[config.mk]
export PLATFORM = sky130hd
export DESIGN_NAME = alu_arbiter
export DESIGN_NICKNAME = d
export VERILOG_FILES = /design/src/rtl/alu_arbiter.sv
export SDC_FILE = /design/constraint.sdc
export NUM_CORES = 1
export LEC_CHECK = 0
export CAP_MARGIN = 20
export CORE_UTILIZATION = 45
export CTS_BUF_LIST = sky130_fd_sc_hd__clkbuf_4 sky130_fd_sc_hd__clkbuf_8
export CTS_CLUSTER_DIAMETER = 100
export DETAILED_ROUTE_END_ITERATION = 16
export DONT_BUFFER_PORTS = 1
export SYNTH_ARGS = -nofsm -noshare
export SYNTH_HDL_FRONTEND = slang
export SYNTH_SLANG_ARGS = --single-unit
[constraint.sdc]
create_clock -name clk -period 5.4 [get_ports clk]
set_input_delay 0.81 -clock clk [delete_from_list [all_inputs] [get_ports clk]]
set_output_delay 0.81 -clock clk [all_outputs]
set_load 0.03 [all_outputs]
[src/rtl/alu_arbiter.sv]
// alu_arbiter: round-robin share of one saturating ALU between two requesters, one-entry response buffer, architectural {N,Z,V}; perf counters under ALU_ARBITER_PERF_EN
module alu_arbiter #(
  parameter int DW   = 16,
  parameter int OPW  = 4,
  parameter int CNTW = 16
) (
  input  logic            clk,
  input  logic            rst_n,
  input  logic            req0_valid,
  output logic            req0_ready,
  input  logic [OPW-1:0]  req0_op,
  input  logic [DW-1:0]   req0_src1,
  input  logic [DW-1:0]   req0_src2,
  input  logic            req1_valid,
  output logic            req1_ready,
  input  logic [OPW-1:0]  req1_op,
  input  logic [DW-1:0]   req1_src1,
  input  logic [DW-1:0]   req1_src2,
  input  logic            flush,
  output logic            rsp_valid,
  input  logic            rsp_ready,
  output logic            rsp_id,
  output logic [DW-1:0]   rsp_data,
  output logic [2:0]      rsp_flags,
  output logic [2:0]      flags_q
`ifdef ALU_ARBITER_PERF_EN
  ,
  output logic [CNTW-1:0] perf_grant0,
  output logic [CNTW-1:0] perf_grant1,
  output logic [CNTW-1:0] perf_stall
`endif
);
  localparam int SHW = $clog2(DW);
  logic            ptr_q, ptr_d;
  logic            rsp_valid_q, rsp_valid_d;
  logic            rsp_id_q, rsp_id_d;
  logic [DW-1:0]   rsp_data_q, rsp_data_d;
  logic [2:0]      rsp_flags_q, rsp_flags_d;
  logic [2:0]      flags_d;
  logic            out_free, grant0, grant1, acc0, acc1, acc;
  logic [OPW-1:0]  op;
  logic [DW-1:0]   a, b, res;
  logic            ovf;
  logic [2:0]      raw;
  logic [DW:0]     sum_x, dif_x;
  logic            add_ov, sub_ov;
  logic [DW-1:0]   add_s, sub_s, pb, max_p, min_n;
  logic [DW/8-1:0] pov;
  logic [2*DW-1:0] rot;
  logic [SHW-1:0]  sh;
  logic            full_upd, z_upd;

  assign out_free   = ~rsp_valid_q | rsp_ready;
  assign grant0     = req0_valid & (~req1_valid | ~ptr_q);
  assign grant1     = req1_valid & (~req0_valid | ptr_q);
  assign req0_ready = grant0 & out_free & ~flush;
  assign req1_ready = grant1 & out_free & ~flush;
  assign acc0       = req0_valid & req0_ready;
  assign acc1       = req1_valid & req1_ready;
  assign acc        = acc0 | acc1;

  assign op = grant1 ? req1_op : req0_op;
  assign a  = grant1 ? req1_src1 : req0_src1;
  assign b  = grant1 ? req1_src2 : req0_src2;
  assign sh = b[SHW-1:0];

  assign max_p  = {1'b0, {(DW-1){1'b1}}};
  assign min_n  = {1'b1, {(DW-1){1'b0}}};
  assign sum_x  = {a[DW-1], a} + {b[DW-1], b};
  assign dif_x  = {a[DW-1], a} - {b[DW-1], b};
  assign add_ov = sum_x[DW] ^ sum_x[DW-1];
  assign sub_ov = dif_x[DW] ^ dif_x[DW-1];
  assign add_s  = add_ov ? (sum_x[DW] ? min_n : max_p) : sum_x[DW-1:0];
  assign sub_s  = sub_ov ? (dif_x[DW] ? min_n : max_p) : dif_x[DW-1:0];
  assign rot    = {a, a} >> sh;

  for (genvar g = 0; g < DW / 8; g++) begin : g_byte
    logic [8:0] s;
    assign s = {a[8*g+7], a[8*g+:8]} + {b[8*g+7], b[8*g+:8]};
    assign pov[g] = s[8] ^ s[7];
    assign pb[8*g+:8] = pov[g] ? (s[8] ? 8'h80 : 8'h7F) : s[7:0];
  end

  // shared ALU; 0x0 and every unlisted 1xxx opcode behave as saturating ADD
  always_comb begin
    res = add_s;
    ovf = add_ov;
    case (op)
      4'h1: begin res = sub_s; ovf = sub_ov; end
      4'h2: begin res = a ^ b; ovf = 1'b0; end
      4'h3: begin res = {{(DW-1){1'b0}}, ^a}; ovf = 1'b0; end
      4'h4: begin res = a << sh; ovf = 1'b0; end
      4'h5: begin res = $signed(a) >>> sh; ovf = 1'b0; end
      4'h6: begin res = rot[DW-1:0]; ovf = 1'b0; end
      4'h7: begin res = pb; ovf = |pov; end
      4'hA: begin res = {a[DW-1:8], b[7:0]}; ovf = 1'b0; end
      4'hB: begin res = {b[DW-1:8], a[7:0]}; ovf = 1'b0; end
      default: ;
    endcase
  end

  assign raw      = {res[DW-1], ~|res, ovf};
  assign full_upd = (op == 4'h0) | (op == 4'h1);
  assign z_upd    = (op == 4'h2) | (op == 4'h4) | (op == 4'h5) | (op == 4'h6);

  // only requester 0 is architectural; shifts/XOR refresh Z alone
  always_comb begin
    flags_d = !acc0 ? flags_q : full_upd ? raw : z_upd ? {flags_q[2], raw[1], flags_q[0]} : flags_q;
  end

  // response buffer load/drain and round-robin pointer advance
  always_comb begin
    rsp_valid_d = flush ? 1'b0 : acc ? 1'b1 : rsp_ready ? 1'b0 : rsp_valid_q;
    rsp_id_d    = acc ? acc1 : rsp_id_q;
    rsp_data_d  = acc ? res : rsp_data_q;
    rsp_flags_d = acc ? raw : rsp_flags_q;
    ptr_d       = acc ? acc0 : ptr_q;
  end

  // state registers
  always_ff @(posedge clk or negedge rst_n) begin
    if (!rst_n) begin
      rsp_valid_q <= 1'b0;
      rsp_id_q    <= 1'b0;
      rsp_data_q  <= '0;
      rsp_flags_q <= '0;
      flags_q     <= '0;
      ptr_q       <= 1'b0;
    end else begin
      rsp_valid_q <= rsp_valid_d;
      rsp_id_q    <= rsp_id_d;
      rsp_data_q  <= rsp_data_d;
      rsp_flags_q <= rsp_flags_d;
      flags_q     <= flags_d;
      ptr_q       <= ptr_d;
    end
  end

  assign rsp_valid = rsp_valid_q;
  assign rsp_id    = rsp_id_q;
  assign rsp_data  = rsp_data_q;
  assign rsp_flags = rsp_flags_q;

`ifdef ALU_ARBITER_PERF_EN
  logic [CNTW-1:0] perf_grant0_q, perf_grant0_d;
  logic [CNTW-1:0] perf_grant1_q, perf_grant1_d;
  logic [CNTW-1:0] perf_stall_q, perf_stall_d;
  logic            stall;

  assign stall = (req0_valid | req1_valid) & ~acc;

  // counters stick at all-ones instead of wrapping
  always_comb begin
    perf_grant0_d = perf_grant0_q + CNTW'(acc0 & ~&perf_grant0_q);
    perf_grant1_d = perf_grant1_q + CNTW'(acc1 & ~&perf_grant1_q);
    perf_stall_d  = perf_stall_q + CNTW'(stall & ~&perf_stall_q);
  end

  // perf counter registers
  always_ff @(posedge clk or negedge rst_n) begin
    if (!rst_n) begin
      perf_grant0_q <= '0;
      perf_grant1_q <= '0;
      perf_stall_q  <= '0;
    end else begin
      perf_grant0_q <= perf_grant0_d;
      perf_grant1_q <= perf_grant1_d;
      perf_stall_q  <= perf_stall_d;
    end
  end

  assign perf_grant0 = perf_grant0_q;
  assign perf_grant1 = perf_grant1_q;
  assign perf_stall  = perf_stall_q;
`endif
endmodule

== Yosys cells after proc, flatten, opt, wreduce, memory -nomap -nowiden ==
Cells that the tools add are included.

* Flip-flop bits (word level): 25
* Latch bits: 0
* Memory bits (writable): 0
* Memory bits (read-only): 0
* Input bits: 78
* Memories kept: 0

* $add $sub $neg: 4
* Multiply operators: 0
* Divide/modulo/power cells: 0
* Order comparisons: 0
* Eq/ne operators: 9
* Shifts and indexed selects: 3
* Multiplexer cells: 18
* Bitwise logic cells: 26
* Reduce and logical (&&, ||, !) cells: 10

{| class="wikitable"
|+ Operator list
! operator !! count
|-
| one-hot mux 16 bit (9 select lines) || 1
|-
| two-way mux 16 bit || 6
|-
| two-way mux 8 bit || 4
|-
| >> shifter 32 x 4 -> 16 bit || 1
|-
| adder 8 x 8 -> 9 bit || 2
|-
| adder 16 x 16 -> 17 bit || 1
|-
| subtractor 16 x 16 -> 17 bit || 1
|-
| == test 4 x 3 -> 1 bit, second input constant || 4
|-
| OR reduction 16 bit || 1
|-
| XOR reduction 16 bit || 1
|-
| << shifter 16 x 4 -> 16 bit || 1
|-
| >>> shifter 16 x 4 -> 16 bit || 1
|-
| bitwise XOR 16 bit || 1
|-
| bitwise AND 1 bit || 8
|-
| == test 4 x 2 -> 1 bit, second input constant || 2
|-
| == test 4 bit, second input constant || 2
|-
| OR 1 bit || 8
|-
| OR reduction 7 bit || 1
|-
| NOT 1 bit || 5
|-
| == test 4 x 1 -> 1 bit, second input constant || 1
|-
| logical NOT 4 bit || 1
|-
| two-way mux 4 bit || 1
|-
| AND reduction 2 bit || 2
|-
| bitwise XOR 1 bit || 4
|-
| 8 further kinds || 10
|}

== Logic depth before layout (Yosys ltp) ==
Gate-level depths: netlist (run 1).

* Word-level depth: 12
* Gate-level depth with buffers: 24
* Depth with buffers taken out: 17

== Least setup slack after synthesis (run 1) ==
Ideal clock, no wire load.

* Kind: input to register
* Start: input port req1_valid
* End: register flags_q[1]
* Arrival time: 5752 ps
* Data required time: 5290 ps
* Path slack: -462 ps
* Stages on the path: 22
* Cell sequence: buf_4 -> buf_4 -> nand2_1 -> buf_2 -> buf_1 -> clkbuf_1 -> buf_1 -> clkbuf_1 -> nand2_1 -> nand2_1 -> ha_1 -> or2_2 -> a31oi_1 -> a21oi_2 -> o31ai_2 -> xnor2_4 -> and2_1 -> buf_2 -> o21ai_0 -> a2111oi_0 -> nand4_1 -> o41ai_1

* Longest elaborated chain between the ends: 10

{| class="wikitable"
|+ RTL lines
! item !! RTL line !! RTL
|-
| from (decl) || 14 || <nowiki>input logic req1_valid,</nowiki>
|-
| bitwise AND 1 bit || 55 || <nowiki>assign grant1 = req1_valid & (~req0_valid | ptr_q);</nowiki>
|-
| two-way mux 16 bit (on tied branches) || 63, 64 ||
|-
| adder 16 x 16 -> 17 bit, or another cell as far along || 69 || <nowiki>assign sum_x = {a[DW-1], a} + {b[DW-1], b};</nowiki>
|-
| two-way mux 16 bit, or another cell as far along (2 in series) || 73 || <nowiki>assign add_s = add_ov ? (sum_x[DW] ? min_n : max_p) : sum_x[DW-1:0];</nowiki>
|-
| one-hot mux 16 bit (9 select lines) || 88 || <nowiki>case (op)</nowiki>
|-
| OR reduction 16 bit || 102 || <nowiki>assign raw = {res[DW-1], ~|res, ovf};</nowiki>
|-
| logical NOT 1 bit || 102 ||
|-
| two-way mux 2 bit || 108 || <nowiki>flags_d = !acc0 ? flags_q : full_upd ? raw : z_upd ? {flags_q[2], raw[1], flags_q[0]} : flags_q;</nowiki>
|-
| two-way mux 3 bit || 108 ||
|-
| to (signal assigned) || 134 || <nowiki>flags_q <= flags_d;</nowiki>
|-
| to (decl) || 25 || <nowiki>output logic [2:0] flags_q</nowiki>
|}

Several ways; a longest one is shown, not always the timed one. The select of a mux whose other input is x is not followed.
A chain may end at the register's enable or synchronous reset.

== Worst setup path in the final report (run 1) ==
* Start: input port req0_valid
* End: register rsp_flags_q[1] (netlist: rsp_flags[1])

* Longest elaborated chain between the ends: 10

{| class="wikitable"
|+ RTL lines
! item !! RTL line !! RTL
|-
| from (decl) || 9 || <nowiki>input logic req0_valid,</nowiki>
|-
| NOT 1 bit || 55 ||
|-
| OR 1 bit || 55 ||
|-
| bitwise AND 1 bit || 55 ||
|-
| two-way mux 16 bit (on tied branches) || 63, 64 ||
|-
| adder 16 x 16 -> 17 bit, or another cell as far along || 69 ||
|-
| two-way mux 16 bit, or another cell as far along (2 in series) || 73 ||
|-
| one-hot mux 16 bit (9 select lines) || 88 ||
|-
| OR reduction 16 bit || 102 ||
|-
| logical NOT 1 bit || 102 ||
|-
| to (signal assigned) || 133 || <nowiki>rsp_flags_q <= rsp_flags_d;</nowiki>
|-
| to (decl) || 38 || <nowiki>logic [2:0] rsp_flags_q, rsp_flags_d;</nowiki>
|}

Several ways; a longest one is shown, not always the timed one.

==> flow_summary.ini, run 1 <==
[timing]
fin_crit_ns = 5.08
worst_pin_slew_ns = 1.28
max_clock_freq_mhz = 197
whs_ns = 0.231
slew_violations = 0
period_share = 0.941
hold_violations = 0
setup_ws_ns = 0.319
relSlewSlack = 0.127
fin_tns_setup_ns = 0
skew_ns = 0.00173
finalSetupViolCount = 0
rsz0062_at_grt = no

[cells_and_area]
final_area_um2 = 9570
synthToLayoutAreaGrowth_pct = 3.77
fin_nets = 1386
drive_gt1_frac = 0.117
nFillCells = 2097
stdcell_count = 1537
fin_util = 0.484

[yosys]
syn_area_um2 = 9220
ys_ff_latch = 24
yosys.area_share.xor_xnor = 0.0638
synth_top_area_share = 0.0803
synth_nets = 1438
synth-simple-area-share = 0.264
synth_warnings = 0
avgSynthCellArea_um2 = 6.96
synthMuxAreaShare = 0.139
synth_edf_count = 0
yosysTopAreaCell = mux2i_1
syn_inst = 1324
synth_commonest_cells = nand2_1, a21oi_1, mux2i_1, nor2_1, o21ai_0
synth_cell_types = 100
synth_fa_ha_area_frac = 0.0546
synthTopCellsByArea = mux2i_1, nand2_1, dfrtp_1
synth-seq-area-share = 0.0651
yosysMostFrequentCell = nand2_1
synth_top_family_by_area = compound AO/OA/AOI/OAI gates
synth_compound_area_frac = 0.327
async_reset_ff_frac = 1.00
synth_ff_type = dfrtp_1

[routing]
num_vias = 11300
totalWireLength_mm = 47.1
viasPerCell = 7.33
drt-wirelength-per-cell_um = 30.6
drc = 0
ant_nets = 0
dr.pass1.iters = 8
drtIter0Drc = 1779

[clock_network]
ctsRootBufferMaster = clkbuf_8
worstSkewPairLatency_ns = 0.26
cts_made_buffers = 3
cts_hold_buf = 0
ctsResizeCount = 0
h-tree-depth = 1
clock_path_buffers = 2
clock-sinks = 24
cts_tree = built
clkTransAtPathRegs_ns = 0.08
post_cts_buffers = 0

[critical_path]
timing.critical_path.mode_cell = buf_4
worstPathCellList = and2b_2 -> nor2_4 -> buf_4 -> nand2_1 -> nand2_1 -> ha_1 -> fa_1 -> inv_1 -> o41a_1 -> a21o_1 -> buf_4 -> a2111oi_0 -> buf_4 -> a31oi_1 -> a221oi_1 -> nand4_1 -> o41ai_1
cp_max_fo = 20
cp_slowest_cell = a2111oi_0
path_buf_inv = 4
cpPeakStageDelay_ns = 0.69
cp.arrival_ns = 5.24
cp-start-kind = primary input
critPathTopFamily = compound AO/OA/AOI/OAI gates
cp-end-kind = flip-flop
critPathKind = primary input to flip-flop
cp.required_ns = 5.56

[pwr]
clkPwrFrac = 0.057
p_int_mw = 1.12
p_sw_mw = 1.58
sequentialPowerShare = 0.169
peakVddDrop_mv = 0.156
leakagePower_nw = 3.79
pwr-share-comb = 0.774
power_density_nw_per_um2 = 282
power_mw = 2.70
swShare = 0.584

[placed_design]
portBuffers = 0
pre_cts_slack_ns = 0.0888
placed_cells = 1532
gp_congestion = 1.02
dp_hpwl_mm = 37.1
placed_cell_area_um2 = 9490

[hold_path]
hold_class = primary input to async pin

[die]
start_util = 0.466
fp.dieArea_um2 = 21100
die_w_um = 145
rows = 51
fp.dieH_um = 145
ios = 104
core_um2 = 19800

[flow_run]
maxCapViolations = 0

[grt]
grt_use_total = 0.434
grt-ovfl-total = 0
grt_max_degree = 80
grt_pass1_wl_mm = 69.3
grt_pass1_vias = 10300
antenna_found_initial = 2

[outcome]
outcome = complete, no violations
-- flip-flops by register name, indices dropped and copies added (netlist names) --
register   flops
rsp_data      16
flags_q        3
rsp_flags      2
ptr_q          1
rsp_id         1
rsp_valid      1
-- cell families (layout without fill, tap and decap cells) --
group / after synthesis / after routing
DFF: 24 / 24
xor gates and xnor gates: 65 / 65
adders and majority gates: 39 / 39
AOI/OAI and AO/OA: 417 / 417
and+or+nand+nor: 483 / 483
other: 0 / 1
buffers and inverters: 175 / 122
muxes: 121 / 121
-- per-layer routing --
| metal | global-route usage | part of all wire | up-vias |
|---|---|---|---|
| met5 | 0 | 0 | - |
| met4 | 0.178 | 0.053 | 0 |
| met3 | 0.0811 | 0.12 | 139 |
| met2 | 0.642 | 0.41 | 827 |
| met1 | 0.610 | 0.42 | 5365 |
| li1 | - | - | 4937 |
-- cells in the final DEF, fill, tap and decap left out, types with 39 or more instances in the layout --
cell,n
nand2_1,172
nor2_1,73
nand4_1,45
xnor2_1,51
o21ai_0,58
a21oi_1,79
inv_1,47
mux2i_1,74
mux2_2,45
o211ai_1,39
buf_4,65
-- power by group through the flow --
stage                     Combinational (mW)  Sequential, mW  Clock [mW]
final                                   2.09           0.458       0.154
after global routing                    2.22           0.468       0.165
after CTS                               2.01           0.460       0.157
after detailed placement                2.00           0.463           0
after global placement                  2.01           0.462           0
after floorplan                         1.43           0.432           0
-- final cells by class --
| cell class | instances | area, µm² | area share |
|---|---|---|---|
| repair buffers | 67 | 528 | 0.0552 |
| flip-flops and latches | 24 | 601 | 0.0628 |
| inverters | 51 | 194 | 0.0203 |
| clock inverters | 1 | 30.0 | 0.00314 |
| multi-input cells | 1125 | 7840 | 0.819 |
| well taps | 265 | 332 | 0.0347 |
| diodes | 1 | 2.50 | 0.000262 |
| clock buffers | 3 | 41.3 | 0.00432 |
-- path summary, 6_finish.rpt --
check	from	to	slack (ns)	cells after the start
worst max-delay path	req0_valid	rsp_flags[1]$_DFFE_PN0P_	0.32	17
worst min-delay path	rst_n	rsp_flags[1]$_DFFE_PN0P_	0.23	0
worst max register to register	ptr_q$_DFFE_PN0P_	rsp_flags[1]$_DFFE_PN0P_	0.38	17
worst min register to register	ptr_q$_DFFE_PN0P_	ptr_q$_DFFE_PN0P_	0.58	2
max in group asynchronous	rst_n	rsp_data[2]$_DFFE_PN0P_	5.10	0
min in group clk	ptr_q$_DFFE_PN0P_	ptr_q$_DFFE_PN0P_	0.58	2
Note: power is estimated with default switching activity, not from simulation.
==> run 2: changes to the inputs <==
==> constraint.sdc (replaced) <==
create_clock -name clk -period 6 [get_ports clk]
set_input_delay 0.9 -clock clk [delete_from_list [all_inputs] [get_ports clk]]
set_output_delay 0.9 -clock clk [all_outputs]
set_load 0.03 [all_outputs]
==> run 2 against run 1 <==
  * Combinational power shrank 12%
  * Sequential share of layout area grew 0.11 points
  * Via count shrank 0.60%
  * Clock power shrank 7%
  * Global-route usage shrank 0.45 points
  * Flip-flop and latch count is the same
  * Critical path type unchanged
==> flow_summary.ini, run 2 (synthesized netlist as in run 1, its figures left out) <==
[critical_path]
cp-start-kind = primary input
cpPeakStageDelay_ns = 0.61
path_buf_inv = 4
critPathKind = primary input to flip-flop
critPathTopFamily = compound AO/OA/AOI/OAI gates
cp-end-kind = flip-flop
cp_slowest_cell = a2111oi_0
timing.critical_path.mode_cell = buf_4
cp_max_fo = 65
cp.required_ns = 6.15
cp.arrival_ns = 5.63
worstPathCellList = and2b_2 -> nor2_4 -> buf_12 -> mux2_2 -> ha_1 -> buf_4 -> a21oi_1 -> o211ai_1 -> o2bb2ai_1 -> a21o_1 -> buf_4 -> a2111oi_0 -> buf_4 -> a31oi_1 -> a221oi_1 -> nand4_1 -> o41ai_1

[routing]
viasPerCell = 7.38
drtIter0Drc = 1440
drt-wirelength-per-cell_um = 30.9
drc = 0
totalWireLength_mm = 47.0
num_vias = 11200
dr.pass1.iters = 6
ant_nets = 0

[grt]
grt_pass1_vias = 10300
grt-ovfl-total = 0
antenna_found_initial = 1
grt_max_degree = 80
grt_use_total = 0.429
grt_pass1_wl_mm = 68.8

[die]
core_um2 = 19800
fp.dieH_um = 145
fp.dieArea_um2 = 21100
die_w_um = 145
ios = 104
rows = 51
start_util = 0.466

[pwr]
power_density_nw_per_um2 = 253
peakVddDrop_mv = 0.121
leakagePower_nw = 3.70
power_mw = 2.38

[timing]
worst_pin_slew_ns = 1.13
slew_violations = 0
whs_ns = 0.315
fin_crit_ns = 5.49
hold_violations = 0
relSlewSlack = 0.248
period_share = 0.914
finalSetupViolCount = 0
setup_ws_ns = 0.515
skew_ns = 0.00282
rsz0062_at_grt = no
max_clock_freq_mhz = 182
fin_tns_setup_ns = 0

[hold_path]
hold_class = primary input to async pin

[flow_run]
maxCapViolations = 0

[clock_network]
clock_path_buffers = 2
h-tree-depth = 1
clkTransAtPathRegs_ns = 0.09
cts_made_buffers = 3
ctsResizeCount = 0
cts_hold_buf = 0
post_cts_buffers = 0
worstSkewPairLatency_ns = 0.27
ctsRootBufferMaster = clkbuf_8
cts_tree = built
clock-sinks = 24

[cells_and_area]
synthToLayoutAreaGrowth_pct = 2.01
layout_common_cells = nand2_1, a21oi_1, mux2i_1
final_common_cell = nand2_1
drive_gt1_frac = 0.104
stdcell_count = 1518
largest_reg_flops = 16
fin_nets = 1367

[outcome]
outcome = complete, no violations

[placed_design]
gp_congestion = 1.02
pre_cts_slack_ns = 0.400
portBuffers = 0
dp_hpwl_mm = 36.6
placed_cells = 1513
## run 2: cell count changes in the layout (fill, tap and decap cells not counted), sizes merged
cell  change
buf      -19
## run 2: final timing paths
path	from	to	slack, ns	cells after the start
worst min-delay path	rst_n	rsp_data[14]$_DFFE_PN0P_	0.31	0
worst min register to register	ptr_q$_DFFE_PN0P_	ptr_q$_DFFE_PN0P_	0.56	2
min in group clk	ptr_q$_DFFE_PN0P_	ptr_q$_DFFE_PN0P_	0.56	2
worst max register to register	ptr_q$_DFFE_PN0P_	rsp_flags[1]$_DFFE_PN0P_	0.69	17
worst max-delay path	req0_valid	rsp_flags[1]$_DFFE_PN0P_	0.51	17
max in group asynchronous	rst_n	ptr_q$_DFFE_PN0P_	5.61	0
## run 2: layout make-up
type                            count  area [µm²]
Antenna cell                        1        2.50
Clock buffer                        3        41.3
Clock inverter                      1        30.0
Fill cell                        2097       10400
Inverter                           51         194
Multi-Input combinational cell   1125        7830
Sequential cell                    24         601
Tap cell                          265         332
Timing Repair Buffer               48         373
## run 2: stage by stage
step / cell area, µm² / utilization
6_report: 9400 / 0.475
5_1_grt: 9400 / 0.475
4_1_cts: 9400 / 0.475
3_5_place_dp: 9330 / 0.472
3_3_place_gp: 9330 / 0.472
2_1_floorplan: 9220 / -
## run 2: report_power, final
part / internal (mW) / total (mW) / switching [mW]
sequential: 0.224 / 0.409 / 0.185
clock: 0.0892 / 0.143 / 0.0536
combinational: 0.663 / 1.83 / 1.17
## run 2: routing by layer
layer	vias up	global-route usage	wire length (µm)
met5	-	0	0
met4	0	0.195	2500
met3	152	0.0767	5120
met2	828	0.653	19900
met1	5317	0.585	19500
li1	4903	-	-
